$ cat config.mk
export PLATFORM = sky130hd
export DESIGN_NAME = async_receiver
export DESIGN_NICKNAME = d
export VERILOG_FILES = /design/src/rtl/async_receiver.sv
export SDC_FILE = /design/constraint.sdc
export NUM_CORES = 1
export LEC_CHECK = 0
export ABC_CLOCK_PERIOD_IN_PS = 3500
export BUFFER_PORTS_ARGS = -buffer_cell sky130_fd_sc_hd__buf_4
export CORE_UTILIZATION = 50
export DETAILED_ROUTE_END_ITERATION = 6
export PLACE_DENSITY = 0.69
export SLEW_MARGIN = 20
export SYNTH_ARGS = -nofsm -noshare
export SYNTH_HDL_FRONTEND = slang
export SYNTH_SLANG_ARGS = --single-unit
$ cat constraint.sdc
create_clock -name CLK50MHZ -period 3.5 [get_ports CLK50MHZ]
set_input_delay 0.35 -clock CLK50MHZ [delete_from_list [all_inputs] [get_ports CLK50MHZ]]
set_output_delay 0.35 -clock CLK50MHZ [all_outputs]
set_load 0.05 [all_outputs]
$ cat src/rtl/async_receiver.sv
// 8N1 serial receiver: synchronises RxD, oversamples each bit 16x, decides each
// bit by majority vote of three mid-bit samples, and strobes out framed bytes.
module async_receiver #(
    parameter int ClkFrequency = 50000000,
    parameter int Baud         = 115200,
    parameter int Oversampling = 16
) (
    input  logic       CLK50MHZ,
    input  logic       RST_N,
    input  logic       RxD,
    output logic [7:0] RxD_data,
    output logic       RxD_data_ready,
    output logic       RxD_framing_error,
    output logic       RxD_busy
);

    localparam int DIV = (ClkFrequency + Baud * 8) / (Baud * 16);
    localparam int PW  = (DIV > 1) ? $clog2(DIV) : 1;
    localparam int TW  = $clog2(Oversampling);

    localparam logic [PW-1:0] PRESC_LAST  = PW'(DIV - 1);
    localparam logic [TW-1:0] SAMPLE_A    = TW'(Oversampling / 2 - 1);
    localparam logic [TW-1:0] SAMPLE_B    = TW'(Oversampling / 2);
    localparam logic [TW-1:0] SAMPLE_LAST = TW'(Oversampling / 2 + 1);

    typedef enum logic [2:0] {
        S_IDLE,
        S_START,
        S_DATA,
        S_STOP,
        S_WAIT_HIGH
    } state_t;

    state_t        state_q, state_d;
    logic          rx_meta_q, rx_meta_d;
    logic          rx_s_q, rx_s_d;
    logic [PW-1:0] presc_q, presc_d;
    logic [TW-1:0] tcnt_q, tcnt_d;
    logic [1:0]    samp_q, samp_d;
    logic [2:0]    bit_idx_q, bit_idx_d;
    logic [7:0]    shift_q, shift_d;
    logic [7:0]    data_q, data_d;
    logic          ready_q, ready_d;
    logic          ferr_q, ferr_d;

    logic          tick;
    logic          decide;
    logic          majority;

    // Two-flop synchroniser; idle-high so reset never looks like a start bit.
    always_comb begin
        rx_meta_d = RxD;
        rx_s_d    = rx_meta_q;
    end

    // Oversampling timebase: held at zero outside active bit reception so the
    // first tick lands a fixed distance after the detected falling edge.
    always_comb begin
        tick   = (state_q != S_IDLE) && (state_q != S_WAIT_HIGH) && (presc_q == PRESC_LAST);
        decide = tick && (tcnt_q == SAMPLE_LAST);

        presc_d = presc_q;
        tcnt_d  = tcnt_q;
        samp_d  = samp_q;

        if (state_q == S_IDLE || state_q == S_WAIT_HIGH) begin
            presc_d = '0;
            tcnt_d  = '0;
        end else if (tick) begin
            presc_d = '0;
            tcnt_d  = tcnt_q + TW'(1);
            if (tcnt_q == SAMPLE_A) samp_d[0] = rx_s_q;
            if (tcnt_q == SAMPLE_B) samp_d[1] = rx_s_q;
        end else begin
            presc_d = presc_q + PW'(1);
        end

        // Third vote is the live sample taken on the deciding tick itself.
        majority = (samp_q[0] & samp_q[1]) | (samp_q[0] & rx_s_q) | (samp_q[1] & rx_s_q);
    end

    // NOTE: every combinational output gets a default first, so no path through
    // the case statement can leave a signal unassigned and infer a latch.
    always_comb begin
        state_d   = state_q;
        bit_idx_d = bit_idx_q;
        shift_d   = shift_q;
        data_d    = data_q;
        ready_d   = 1'b0;
        ferr_d    = 1'b0;

        unique case (state_q)
            S_IDLE: begin
                if (!rx_s_q) state_d = S_START;
            end
            S_START: begin
                if (decide) begin
                    if (majority) begin
                        state_d = S_IDLE;
                    end else begin
                        state_d   = S_DATA;
                        bit_idx_d = 3'd0;
                    end
                end
            end
            S_DATA: begin
                if (decide) begin
                    shift_d   = {majority, shift_q[7:1]};
                    bit_idx_d = bit_idx_q + 3'd1;
                    if (bit_idx_q == 3'd7) state_d = S_STOP;
                end
            end
            S_STOP: begin
                // Leaving at mid-stop-bit leaves half a bit to catch a following start edge.
                if (decide) begin
                    if (majority) begin
                        data_d  = shift_q;
                        ready_d = 1'b1;
                        state_d = S_IDLE;
                    end else begin
                        ferr_d  = 1'b1;
                        state_d = S_WAIT_HIGH;
                    end
                end
            end
            S_WAIT_HIGH: begin
                if (rx_s_q) state_d = S_IDLE;
            end
            default: state_d = S_IDLE;
        endcase
    end

    // NOTE: sequential state is updated only with non-blocking assignments so
    // every flop samples the values from before this edge.
    always_ff @(posedge CLK50MHZ or negedge RST_N) begin
        if (!RST_N) begin
            state_q   <= S_IDLE;
            rx_meta_q <= 1'b1;
            rx_s_q    <= 1'b1;
            presc_q   <= '0;
            tcnt_q    <= '0;
            samp_q    <= '0;
            bit_idx_q <= '0;
            shift_q   <= '0;
            data_q    <= '0;
            ready_q   <= 1'b0;
            ferr_q    <= 1'b0;
        end else begin
            state_q   <= state_d;
            rx_meta_q <= rx_meta_d;
            rx_s_q    <= rx_s_d;
            presc_q   <= presc_d;
            tcnt_q    <= tcnt_d;
            samp_q    <= samp_d;
            bit_idx_q <= bit_idx_d;
            shift_q   <= shift_d;
            data_q    <= data_d;
            ready_q   <= ready_d;
            ferr_q    <= ferr_d;
        end
    end

    assign RxD_data          = data_q;
    assign RxD_data_ready    = ready_q;
    assign RxD_framing_error = ferr_q;
    assign RxD_busy          = (state_q != S_IDLE);

endmodule

==> flow_summary.json <==
{
  "worst_pin_slew_ps": 634,
  "powerDensity_nw_per_um2": 403,
  "vias": 976,
  "ys.warnings.count": 0,
  "core-area_um2": 3080,
  "die_area_um2": 3480,
  "grt_pass1_vias": 1007,
  "final_common_cell": "dfrtp_1",
  "cp.arrival_ps": 2210,
  "netlist_area_um2": 1630,
  "start_kind": "register",
  "die_w_um": 59.0,
  "layout_min_cycle_time_ps": 1970,
  "whs_ps": 107,
  "drt-total-wl_mm": 2.59,
  "crit_required_ps": 3740,
  "post_cts_resize_count": 0,
  "rsz0062_at_grt": "false",
  "gr-usage-all-layers": 0.181,
  "critPathTopFamily": "simple AND/OR/NAND/NOR gates",
  "path_cells": "inv_1, ha_1, nand4b_4, nor3_1, and3_1, mux2_2",
  "firstDrtPassIters": 4,
  "seqPwrFrac": 0.574,
  "cts_buffers": 5,
  "clock-sinks": 37,
  "ios": 14,
  "status": "finished, final reports clean",
  "syn-num-nets": 136,
  "fillerInstances": 264,
  "drc_errors": 0,
  "final_nets": 154,
  "via_per_inst": 5.16,
  "finalCritPeriodShare": 0.564,
  "syn_area_per_cell_um2": 12.9,
  "relSlewSlack": 0.573,
  "fin_ws_ps": 1530,
  "synth-edff-count": 0,
  "path_buf_inv": 1,
  "cts_tree": "built",
  "grt_pass1_wl_mm": 4.49,
  "fmax_ghz": 0.507,
  "dp_hpwl_mm": 1.85,
  "clk_latency_ps": 350,
  "clockBufferDepth": 2,
  "syn-instance-count": 126,
  "initialDrtViolationCount": 44,
  "finalWeightedCongestion": 0.756,
  "final_cell_mix": "dfrtp_1 (35), mux2_2 (18), buf_4 (14)",
  "internal_power_mw": 0.602,
  "crit_fanout": 9,
  "setup_viol": 0,
  "async_reset_ff_frac": 1.00,
  "slew_violations": 0,
  "swShare": 0.198,
  "antenna_found_initial": 0,
  "synth_top_flop_cell": "dfrtp_1",
  "grt_max_degree": 38,
  "yosysSeqAreaShare": 0.571,
  "maxCapViolations": 0,
  "crit_slowest_cell": "dfrtp_1",
  "ctsRootBufferMaster": "clkbuf_4",
  "postCtsSetupBuffers": 0,
  "diodes": 0,
  "placement_rows": 20,
  "start_util": 0.528,
  "io_buffers": 13,
  "gr-total-overflow": 0,
  "ys_seq_elements": 37,
  "ctsHtreeMaxLevel": 2,
  "dp_slack_ps": 1480,
  "combPwrFrac": 0.015,
  "dpl-instance-area_um2": 1760,
  "max-vdd-ir-drop_uv": 235,
  "drive_gt1_frac": 0.338,
  "post-route-cell-area_um2": 1860,
  "ant_nets": 0,
  "die_y_um": 59.0,
  "skew_ps": 9.99,
  "pwr-share-clk": 0.411,
  "clk_pin_slew_ps": 110,
  "synth_cell_type_count": 34,
  "cp-end-kind": "register",
  "critical_path_class": "reg2reg",
  "area_growth_syn_to_layout_pct": 14.4,
  "final-hold-violation-count": 0,
  "slowest_delay_ps": 420,
  "power.leakage_nw": 0.920,
  "min_path_type": "in2reg",
  "tns_ps": 0,
  "wl_per_cell_um": 13.7,
  "p_switching_mw": 0.149
}
==> power by group through the flow <==
stage | clock network (mW) | registers [mW] | logic (mW)
after floorplan | 0 | 0.438 | 0.000765
after global placement | 0 | 0.439 | 0.0104
after detailed placement | 0 | 0.439 | 0.0110
after CTS | 0.317 | 0.431 | 0.0119
after global routing | 0.333 | 0.431 | 0.0129
final | 0.309 | 0.431 | 0.0111
==> per-layer routing <==
layer  GRT usage  part of all wire  vias to the layer above
met3      0.0721             0.039                        4
li1            -                 -                      474
met2       0.281              0.48                       14
met5           0                 0                        -
met1       0.226              0.47                      484
met4      0.0714             0.015                        0
==> cells in the mapped netlist (2+ instances only) <==
cell type  number  area share
inv_1           5       0.012
nor3_1          3      0.0092
a22o_1          2       0.011
ha_1            7       0.054
a21oi_1         3      0.0092
nand3_1         2      0.0062
buf_4           2      0.0092
nor2_1         11       0.025
nand2_1         8       0.018
mux2_2         18        0.12
dfrtp_1        35        0.54
dfstp_2         2       0.032
o21ai_0         2      0.0062
xor2_1          5       0.027
buf_2           2      0.0062
==> cell families (layout without fill, tap and decap cells) <==
logic type,Yosys count,count (layout),share of synthesized area
flops,37,37,0.571
simple gates,37,37,0.136
mux,19,19,0.134
compound gates,11,11,0.0462
buf+inv,9,28,0.0269
fa+ha+maj,7,7,0.0539
xor+xnor,6,6,0.0323
==> final cells by class <==
type,count,area [um2],share of cell area
Clock buffer,6,51.3,0.0276
Clock inverter,2,37.5,0.0202
Inverter,5,18.8,0.0101
Multi-Input combinational cell,80,653,0.351
Sequential cell,37,928,0.499
Tap cell,44,55.1,0.0296
Timing Repair Buffer,15,115,0.0619
==> state kept, by name, summed over array words and instances (netlist names) <==
register / cells
RxD_data: 8
shift_q: 8
presc_q: 5
tcnt_q: 4
bit_idx_q: 3
state_q: 3
samp_q: 2
RxD_data_ready: 1
RxD_framing_error: 1
rx_meta_q: 1
rx_s_q: 1
==> final timing paths <==
check / from / to / slack (ps) / depth (start not counted)
worst max-delay path: presc_q[0] / RxD_data[4] / 1530 / 6
worst min-delay path: RxD / rx_meta_q / 110 / 1
worst max register to register: presc_q[0] / RxD_data[4] / 1530 / 6
worst min register to register: rx_meta_q / rx_s_q / 360 / 0
max in group asynchronous: RST_N / rx_meta_q / 2660 / 2
min in group asynchronous: RST_N / state_q[1] / 480 / 2
==> stage by stage <==
stage | std cells | total power [mW] | util
3_5_place_dp | 180 | 0.450 | 0.572
5_1_grt | 189 | 0.777 | 0.604
6_report | 189 | 0.750 | 0.604
3_3_place_gp | 180 | 0.449 | 0.572
2_1_floorplan | 126 | 0.439 | -
4_1_cts | 189 | 0.760 | 0.604
==> timing repair <==
item	CTS	global route
hold endpoints to repair	35	0
setup endpoints to repair	0	0
hold buffers	1	0
(Power assumes the default switching activity.)
